**src/rtl/acc_mem_feeder.sv**
```systemverilog
// Sequencer that streams N memory entries into the accumulator and captures the final sum.
// Reads are issued back-to-back; the 1-cycle memory latency is absorbed by a registered valid.
module acc_mem_feeder #(
  parameter int unsigned AWIDTH        = 8,
  parameter int unsigned IN_DATA_WIDTH = 8,
  parameter int unsigned DWIDTH        = 16
) (
  input  logic                     clk,
  input  logic                     reset_n,
  input  logic                     start_i,
  input  logic [AWIDTH-1:0]        base_addr_i,
  input  logic [AWIDTH:0]          num_cnt_i,
  output logic                     mem_ce_o,
  output logic [AWIDTH-1:0]        mem_addr_o,
  input  logic [IN_DATA_WIDTH-1:0] mem_data_i,
  output logic                     acc_run_o,
  output logic                     acc_valid_o,
  output logic [IN_DATA_WIDTH-1:0] acc_number_o,
  input  logic [DWIDTH-1:0]        acc_result_i,
  output logic                     busy_o,
  output logic                     done_o,
  output logic [DWIDTH-1:0]        result_o
);

  typedef enum logic [1:0] {StIdle, StRun, StDrain, StDone} state_e;

  state_e              state_q, state_d;
  logic [AWIDTH-1:0]   base_q, base_d;
  logic [AWIDTH:0]     cnt_q, cnt_d;
  logic [AWIDTH:0]     idx_q, idx_d;
  logic [AWIDTH:0]     idx_inc;
  logic                valid_q;
  logic                done_q, done_d;
  logic [DWIDTH-1:0]   result_q, result_d;
  logic                rd_en;
  logic                run_pulse;

  always_comb begin
    state_d   = state_q;
    base_d    = base_q;
    cnt_d     = cnt_q;
    idx_d     = idx_q;
    result_d  = result_q;
    done_d    = 1'b0;
    rd_en     = 1'b0;
    run_pulse = 1'b0;
    idx_inc   = idx_q + 1'b1;

    unique case (state_q)
      StIdle: begin
        if (start_i) begin
          base_d  = base_addr_i;
          cnt_d   = num_cnt_i;
          idx_d   = '0;
          state_d = StRun;
        end
      end
      StRun: begin
        // idx is zero only on the first RUN cycle of a job, including N=0.
        run_pulse = (idx_q == '0);
        if (idx_q < cnt_q) begin
          rd_en = 1'b1;
          idx_d = idx_inc;
          if (idx_inc == cnt_q) begin
            state_d = StDrain;
          end
        end else begin
          state_d = StDone;
        end
      end
      StDrain: begin
        state_d = StDone;
      end
      StDone: begin
        result_d = acc_result_i;
        done_d   = 1'b1;
        state_d  = StIdle;
      end
      default: begin
        state_d = StIdle;
      end
    endcase
  end

  always_ff @(posedge clk or negedge reset_n) begin
    if (!reset_n) begin
      state_q  <= StIdle;
      base_q   <= '0;
      cnt_q    <= '0;
      idx_q    <= '0;
      valid_q  <= 1'b0;
      done_q   <= 1'b0;
      result_q <= '0;
    end else begin
      state_q  <= state_d;
      base_q   <= base_d;
      cnt_q    <= cnt_d;
      idx_q    <= idx_d;
      valid_q  <= rd_en;
      done_q   <= done_d;
      result_q <= result_d;
    end
  end

  // Address arithmetic is AWIDTH bits wide so it wraps naturally at the top of memory.
  assign mem_ce_o     = rd_en;
  assign mem_addr_o   = rd_en ? (base_q + idx_q[AWIDTH-1:0]) : '0;
  assign acc_run_o    = run_pulse;
  assign acc_valid_o  = valid_q;
  assign acc_number_o = mem_data_i;
  assign busy_o       = (state_q != StIdle);
  assign done_o       = done_q;
  assign result_o     = result_q;

endmodule

```
**config.mk**
```make
export PLATFORM = sky130hd
export DESIGN_NAME = acc_mem_feeder
export DESIGN_NICKNAME = d
export VERILOG_FILES = /design/src/rtl/acc_mem_feeder.sv
export SDC_FILE = /design/constraint.sdc
export NUM_CORES = 1
export LEC_CHECK = 0
export ABC_AREA = 1
export CAP_MARGIN = 20
export CORE_ASPECT_RATIO = 0.6
export CORE_UTILIZATION = 45
export DETAILED_ROUTE_END_ITERATION = 10
export HOLD_SLACK_MARGIN = 0.03
export MAX_ROUTING_LAYER = met4
export PLACE_DENSITY = 0.77
export SYNTH_ARGS = -nofsm -noshare
export SYNTH_HDL_FRONTEND = slang
export SYNTH_SLANG_ARGS = --single-unit
```
**constraint.sdc**
```tcl
create_clock -name clk -period 4.6 [get_ports clk]
set_clock_uncertainty 0.2 [all_clocks]
set_input_delay 0.69 -clock clk [delete_from_list [all_inputs] [get_ports clk]]
set_output_delay 0.69 -clock clk [all_outputs]
set_load 0.01 [all_outputs]
```
==> results.json, run 1 <==
{
  "outcome": "completed",
  "diodes": 0,
  "post_synth_most_frequent_cells": "nand2_1 (64), dfrtp_1 (46), inv_1 (30)",
  "cts.repair_timing.setup_buffer_count": 0,
  "routedLengthMet1_um": 3080,
  "h-tree-depth": 2,
  "drt_drc_violations_left": 0,
  "cts-buffers-inserted": 5,
  "detailed_place.area_mm2": 0.00339,
  "critPathArrivalTime_ns": 2.87,
  "final.period_utilization_pct": 81.7,
  "final_hold_viol_count": 0,
  "synth_area_leaders": "dfrtp_1 (42%), mux2_2 (10%), ha_1 (10%), nand2_1 (8.8%), nand3_1 (4.7%)",
  "start_util_pct": 47.9,
  "reg2reg_from": "idx_q[2]",
  "synth.top_cell.area_share_pct": 42.0,
  "syn-instance-count": 312,
  "route.detailed.wl_per_inst_um": 13.6,
  "worst_path_max_delay_cell": "clkdlybuf4s50_1",
  "synth.distinct_cells": 29,
  "synth-edff-count": 0,
  "cts.sinks": 46,
  "row_count": 21,
  "critical_path_required_ns": 3.71,
  "wl_met2_um": 2530,
  "clock_tree_from_tritoncts": "built",
  "setup_viol_count_final": 0,
  "proportion_of_layout_cells_with_a_drive_suffix_above_1_pct": 12.1,
  "critPathLaunch": "idx_q[2]",
  "synth_mux_area_share_pct": 10.3,
  "antenna_violations_before_repair": 0,
  "clockRootBuffer": "clkbuf_8",
  "dieHeight_um": 62.5,
  "grt_first_pass_wirelength_um": 10100,
  "drt-vias-per-instance": 4.94,
  "post-route-cell-area_mm2": 0.00351,
  "cp_slowest_stage_delay_ns": 0.55,
  "synthesis.area_mm2": 0.00274,
  "crit_chain": "ha_1, a21oi_1, o21ai_0, nand2_1, o211ai_1, nor2_1, inv_1, nor2_1, clkdlybuf4s50_1",
  "rsz0062_at_grt": "no",
  "postSynth.topFlopCell": "dfrtp_1",
  "class_of_the_worst_hold_path": "input port to async pin",
  "synth.avg_cell_area_um2": 8.79,
  "first_pass_iters": 4,
  "tightestPinTransition_ns": 1.02,
  "synthXorXnorAreaFrac_pct": 1.28,
  "synth_adder_area_share_pct": 10.8,
  "synth.most_common_cell": "nand2_1",
  "power.static_leakage_nw": 1.58,
  "critPathBufInv": 2,
  "mappedNetlistNets": 379,
  "grt_max_degree": 47,
  "fp.dieArea_mm2": 0.00642,
  "final_count_of_pins_violating_max_slew": 0,
  "clock.fmax_mhz": 266,
  "worst_ir_drop_vdd_mv": 0.228,
  "tns_ns": 0,
  "finalHoldWorstSlack_ns": 0.113,
  "synth_seq_area_share_pct": 42.0,
  "post-synth-top-area-cell": "dfrtp_1",
  "delay_heaviest_family_cp": "buffers and inverters",
  "cap_viol_max_count": 0,
  "finish.net_count": 438,
  "ys.warnings.count": 0,
  "path_clk_slew_ns": 0.10,
  "cts.hold.buffers_added": 0,
  "post_layout_nonfiller_instances": 452,
  "timing.critical_path.to_type": "primary output",
  "cts_max_path_buffers": 2,
  "number_of_register_bits_inferred_by_synthesis": 46,
  "global_router_s_overall_resource_usage_pct": 21.3,
  "cts_repair_resized_insts": 0,
  "cell_count_after_placement": 443,
  "floorplan.die.width_um": 103,
  "aggregate_routed_wire_length_um": 6140,
  "detailedPlacementHpwl_um": 4660,
  "drtAntennaViolNets": 0,
  "route.top_layer_used": "met4",
  "port-buffer-count": 64,
  "syn_to_final_growth_pct": 27.9,
  "worst-setup-path-type": "register to primary output",
  "dr.first_iter.drc_count": 87,
  "synth-compound-area-share_pct": 8.26,
  "timing.critical_path.from_type": "register",
  "synth-async-reset-ratio_pct": 100,
  "dominant_combinational_cell_family_by_area_after_synthesis": "simple AND/OR/NAND/NOR gates",
  "grt.overflow.total": 0,
  "grt_pass1_vias": 2115,
  "slew_headroom_pct": 31.8,
  "critical_path_peak_fanout": 8,
  "insertion_delay_ns": 0.31,
  "design.portCount": 81,
  "critPathMostFrequentCell": "nor2_1",
  "final_period_minus_worst_setup_slack_ns": 3.76,
  "synth_simple_gate_area_share_pct": 20.0,
  "route.vias.total": 2235,
  "met3WireLength_um": 466,
  "floorplan.core_area_mm2": 0.00573,
  "final_core_utilization_pct": 61.2,
  "gp_congestion": 0.924,
  "power.density_cell_area_mw_per_mm2": 583
}
==> state kept, by name, indices dropped and copies added, names as in the netlist <==
signal / flops
acc_valid_o: 1
base_q: 8
cnt_q: 9
done_o: 1
idx_q: 9
result_o: 16
state_q: 2
==> worst reg2reg max path, delay by kind of cell, from the launching register on <==
family                   cells  cell delay, ns
adder cells (fa/ha/maj)      1            0.33
AO/OA/AOI/OAI                3            0.37
flip-flops                   1            0.49
AND/OR/NAND/NOR              6            0.81
==> final timing paths <==
check | to | slack [ns] | depth (start not counted)
worst max register to register | state_q[0] | 2.34 | 10
worst max-delay path | mem_addr_o[2] | 0.84 | 9
max in group asynchronous | result_o[0] | 3.58 | 2
min in group clk | result_o[7] | 0.32 | 1
worst min register to register | result_o[7] | 0.32 | 1
worst min-delay path | result_o[9] | 0.11 | 1
==> cell usage in the layout (no fill, tap or decap), drive strengths merged <==
cell type,instances
nand2,68
clkdlybuf4s50,63
dfrtp,46
inv,31
nor2,30
nand3,27
mux2,25
ha,22
a21oi,21
o21ai,14
clkbuf,5
buf,3
xor2,2
xnor2,2
nand4,2
clkinvlp,2
o21a,1
o211ai,1
a21o,1
a31oi,1
a211oi,1
nor4,1
o21bai,1
nand3b,1
fa,1
==> power breakdown <==
part / internal (W) / switching (W) / total, W
combinational: 0.000554 / 0.000535 / 0.00109
sequential: 0.000579 / 0.000113 / 0.000692
clock: 0.000109 / 0.000155 / 0.000263
==> stage by stage <==
| step | worst slack, ns | total power [W] |
|---|---|---|
| floorplan | 1.85 | 0.00136 |
| global placement | 1.30 | 0.00176 |
| detailed placement | 1.21 | 0.00179 |
| CTS | 0.876 | 0.00205 |
| global route | 0.625 | 0.00222 |
| finish | 0.843 | 0.00204 |
==> layout make-up <==
| cell class | instances | area [um^2] |
|---|---|---|
| Multi-Input combinational cell | 222 | 1390 |
| Inverter | 30 | 113 |
| Sequential cell | 46 | 1150 |
| Timing Repair Buffer | 66 | 663 |
| Tap cell | 80 | 100 |
| Clock inverter | 3 | 23.8 |
| Clock buffer | 5 | 68.8 |
| Fill cell | 527 | 2220 |
==> cell families after synthesis <==
kind of cell / count (synthesis)
multiplexers: 25
XOR/XNOR: 4
AND/OR/NAND/NOR: 129
buffers and inverters: 44
adder cells (fa/ha/maj): 23
flip-flops: 46
AO/OA/AOI/OAI: 41
==> layer usage <==
layer | GRT usage [%] | vias up
li1 | - | 1144
met1 | 31.4 | 1018
met2 | 28.8 | 66
met3 | 5.37 | 7
met4 | 5.81 | 0
met5 | - | -
Note: power is estimated with default switching activity, not from simulation.
==> inputs of run 2 (changes only) <==
- clock period: 4.6 -> 3.85 ns (I/O delays scaled with it)
==> results.json, run 2 (synthesized netlist as in run 1, its figures left out) <==
{
  "fin_total_pwr_w": 0.00244,
  "final_common_cell": "nand2_1",
  "grt.overflow.total": 0,
  "setup_viol_count_final": 0,
  "clock_tree_from_tritoncts": "built",
  "final_period_minus_worst_setup_slack_ns": 3.50,
  "crit_chain": "ha_1, a21oi_1, o21ai_0, nand2_1, o211ai_1, nor2_2, inv_1, nor2_1, clkdlybuf4s50_1",
  "finish.net_count": 439,
  "aggregate_routed_wire_length_um": 6140,
  "diodes": 0,
  "path_clk_slew_ns": 0.09,
  "design.portCount": 81,
  "power.density_cell_area_mw_per_mm2": 693,
  "cp_slowest_stage_delay_ns": 0.54,
  "most-common-layout-cells": "nand2_1 (64), clkdlybuf4s50_1 (63), dfrtp_1 (46)",
  "worst-setup-path-type": "register to primary output",
  "tightestPinTransition_ns": 0.975,
  "h-tree-depth": 2,
  "cap_viol_max_count": 0,
  "gp_congestion": 0.919,
  "drt-vias-per-instance": 4.94,
  "cts-buffers-inserted": 5,
  "grt_max_degree": 47,
  "largest_register_ff_count": 16,
  "floorplan.die.width_um": 103,
  "final_count_of_pins_violating_max_slew": 0,
  "detailed_place.area_mm2": 0.00339,
  "switching_fraction_of_total_power_pct": 39.1,
  "cts.sinks": 46,
  "critPathLaunch": "idx_q[2]",
  "internal_power_consumption_w": 0.00149,
  "antenna_violations_before_repair": 0,
  "port-buffer-count": 64,
  "final.period_utilization_pct": 91.0,
  "final_hold_viol_count": 0,
  "post-route-cell-area_mm2": 0.00352,
  "start_util_pct": 47.9,
  "power.static_leakage_nw": 1.58,
  "timing.critical_path.to_type": "primary output",
  "detailedPlacementHpwl_um": 4680,
  "tns_ns": 0,
  "floorplan.core_area_mm2": 0.00573,
  "first_pass_iters": 4,
  "class_of_the_worst_hold_path": "register to register",
  "clockRootBuffer": "clkbuf_8",
  "slew_headroom_pct": 34.8,
  "dr.first_iter.drc_count": 127,
  "sequentialPowerShare_pct": 33.8,
  "insertion_delay_ns": 0.31,
  "drt_drc_violations_left": 0,
  "global_router_s_overall_resource_usage_pct": 21.1,
  "cts.repair_timing.setup_buffer_count": 0,
  "grt_pass1_vias": 2035,
  "delay_heaviest_family_cp": "buffers and inverters",
  "dieHeight_um": 62.5,
  "switchingPower_w": 0.000954,
  "rsz0062_at_grt": "no",
  "post_layout_nonfiller_instances": 453,
  "worst_hold_startpoint": "result_o[4]",
  "grt_first_pass_wirelength_um": 9980,
  "worst_path_max_delay_cell": "clkdlybuf4s50_1",
  "cell_count_after_placement": 443,
  "critPathArrivalTime_ns": 2.72,
  "combPwrFrac_pct": 53.5,
  "outcome": "completed",
  "proportion_of_layout_cells_with_a_drive_suffix_above_1_pct": 12.3,
  "reg2reg_from": "idx_q[6]",
  "cts_max_path_buffers": 2,
  "clock.fmax_mhz": 286,
  "syn_to_final_growth_pct": 28.3,
  "row_count": 21,
  "critical_path_required_ns": 3.07,
  "drtAntennaViolNets": 0,
  "critical_path_peak_fanout": 8,
  "fp.dieArea_mm2": 0.00642,
  "share_clk_of_total_power_pct": 12.7,
  "critPathBufInv": 2,
  "route.detailed.wl_per_inst_um": 13.6,
  "worst_ir_drop_vdd_mv": 0.208,
  "route.vias.total": 2238,
  "timing.critical_path.from_type": "register"
}
[run 2: changes by cell type in the layout (fill, tap and decap cells not counted)]
cell	before	now
nor2_2	2	3
nor2_1	28	27
dlygate4sd3_1	0	1
[run 2: path summary, 6_finish.rpt]
| kind | endpoint | slack [ns] | cells past startpoint |
|---|---|---|---|
| max in group asynchronous | cnt_q[6] | 2.55 | 3 |
| hold reg to reg | result_o[4] | 0.31 | 1 |
| setup reg to reg | idx_q[5] | 1.61 | 8 |
| setup / recovery | mem_addr_o[6] | 0.35 | 9 |
| hold / removal | result_o[4] | 0.31 | 1 |
| min in group asynchronous | result_o[6] | 0.45 | 2 |
[run 2: area by class of cell]
type | instances | area [um^2]
Sequential cell | 46 | 1150
Clock buffer | 5 | 68.8
Tap cell | 80 | 100
Multi-Input combinational cell | 222 | 1390
Clock inverter | 3 | 23.8
Inverter | 30 | 113
Timing Repair Buffer | 67 | 673
Fill cell | 521 | 2210
[run 2: power by group through the flow]
stage	combinational, W	sequential, W	clock [W]
global placement	0.00128	0.000824	0
detailed placement	0.00131	0.000837	0
finish	0.00131	0.000824	0.000309
global route	0.00146	0.000853	0.000340
floorplan	0.000768	0.000854	0
CTS	0.00131	0.000826	0.000319
[run 2: worst reg2reg max path, cell delays in order, from the launching register on]
cell      delay (ns)
dfrtp_1         0.48
ha_1            0.34
nand2_1         0.05
nor2_1          0.13
nand2_1         0.06
o211ai_1        0.32
nand2_1         0.12
nand2_2         0.26
o21ai_0         0.14
[run 2: timing repair]
item                                   4_1_cts  5_1_grt
endpoints found under the hold margin        0        6
setup endpoints to repair                    0        2
hold buffers                                 0        1
gates resized for setup                      0        1
[run 2: per-stage QoR]
stage | util (%) | hold WS [ns] | setup WS (ns)
floorplan | - | 0.0819 | 1.22
global placement | 59.3 | 0.289 | 0.669
detailed placement | 59.3 | 0.297 | 0.507
CTS | 60.9 | 0.277 | 0.164
global route | 61.4 | 0.336 | 0.166
finish | 61.4 | 0.311 | 0.348
[run 2: layer usage]
| metal | global-route usage, % | part of all wire, % | routed length (um) | up-vias |
|---|---|---|---|---|
| li1 | - | - | - | 1149 |
| met1 | 31.7 | 50 | 3090 | 1027 |
| met2 | 29.2 | 42 | 2560 | 56 |
| met3 | 3.80 | 7.1 | 435 | 6 |
| met4 | 4.93 | 0.96 | 59 | 0 |
| met5 | - | 0 | 0 | - |
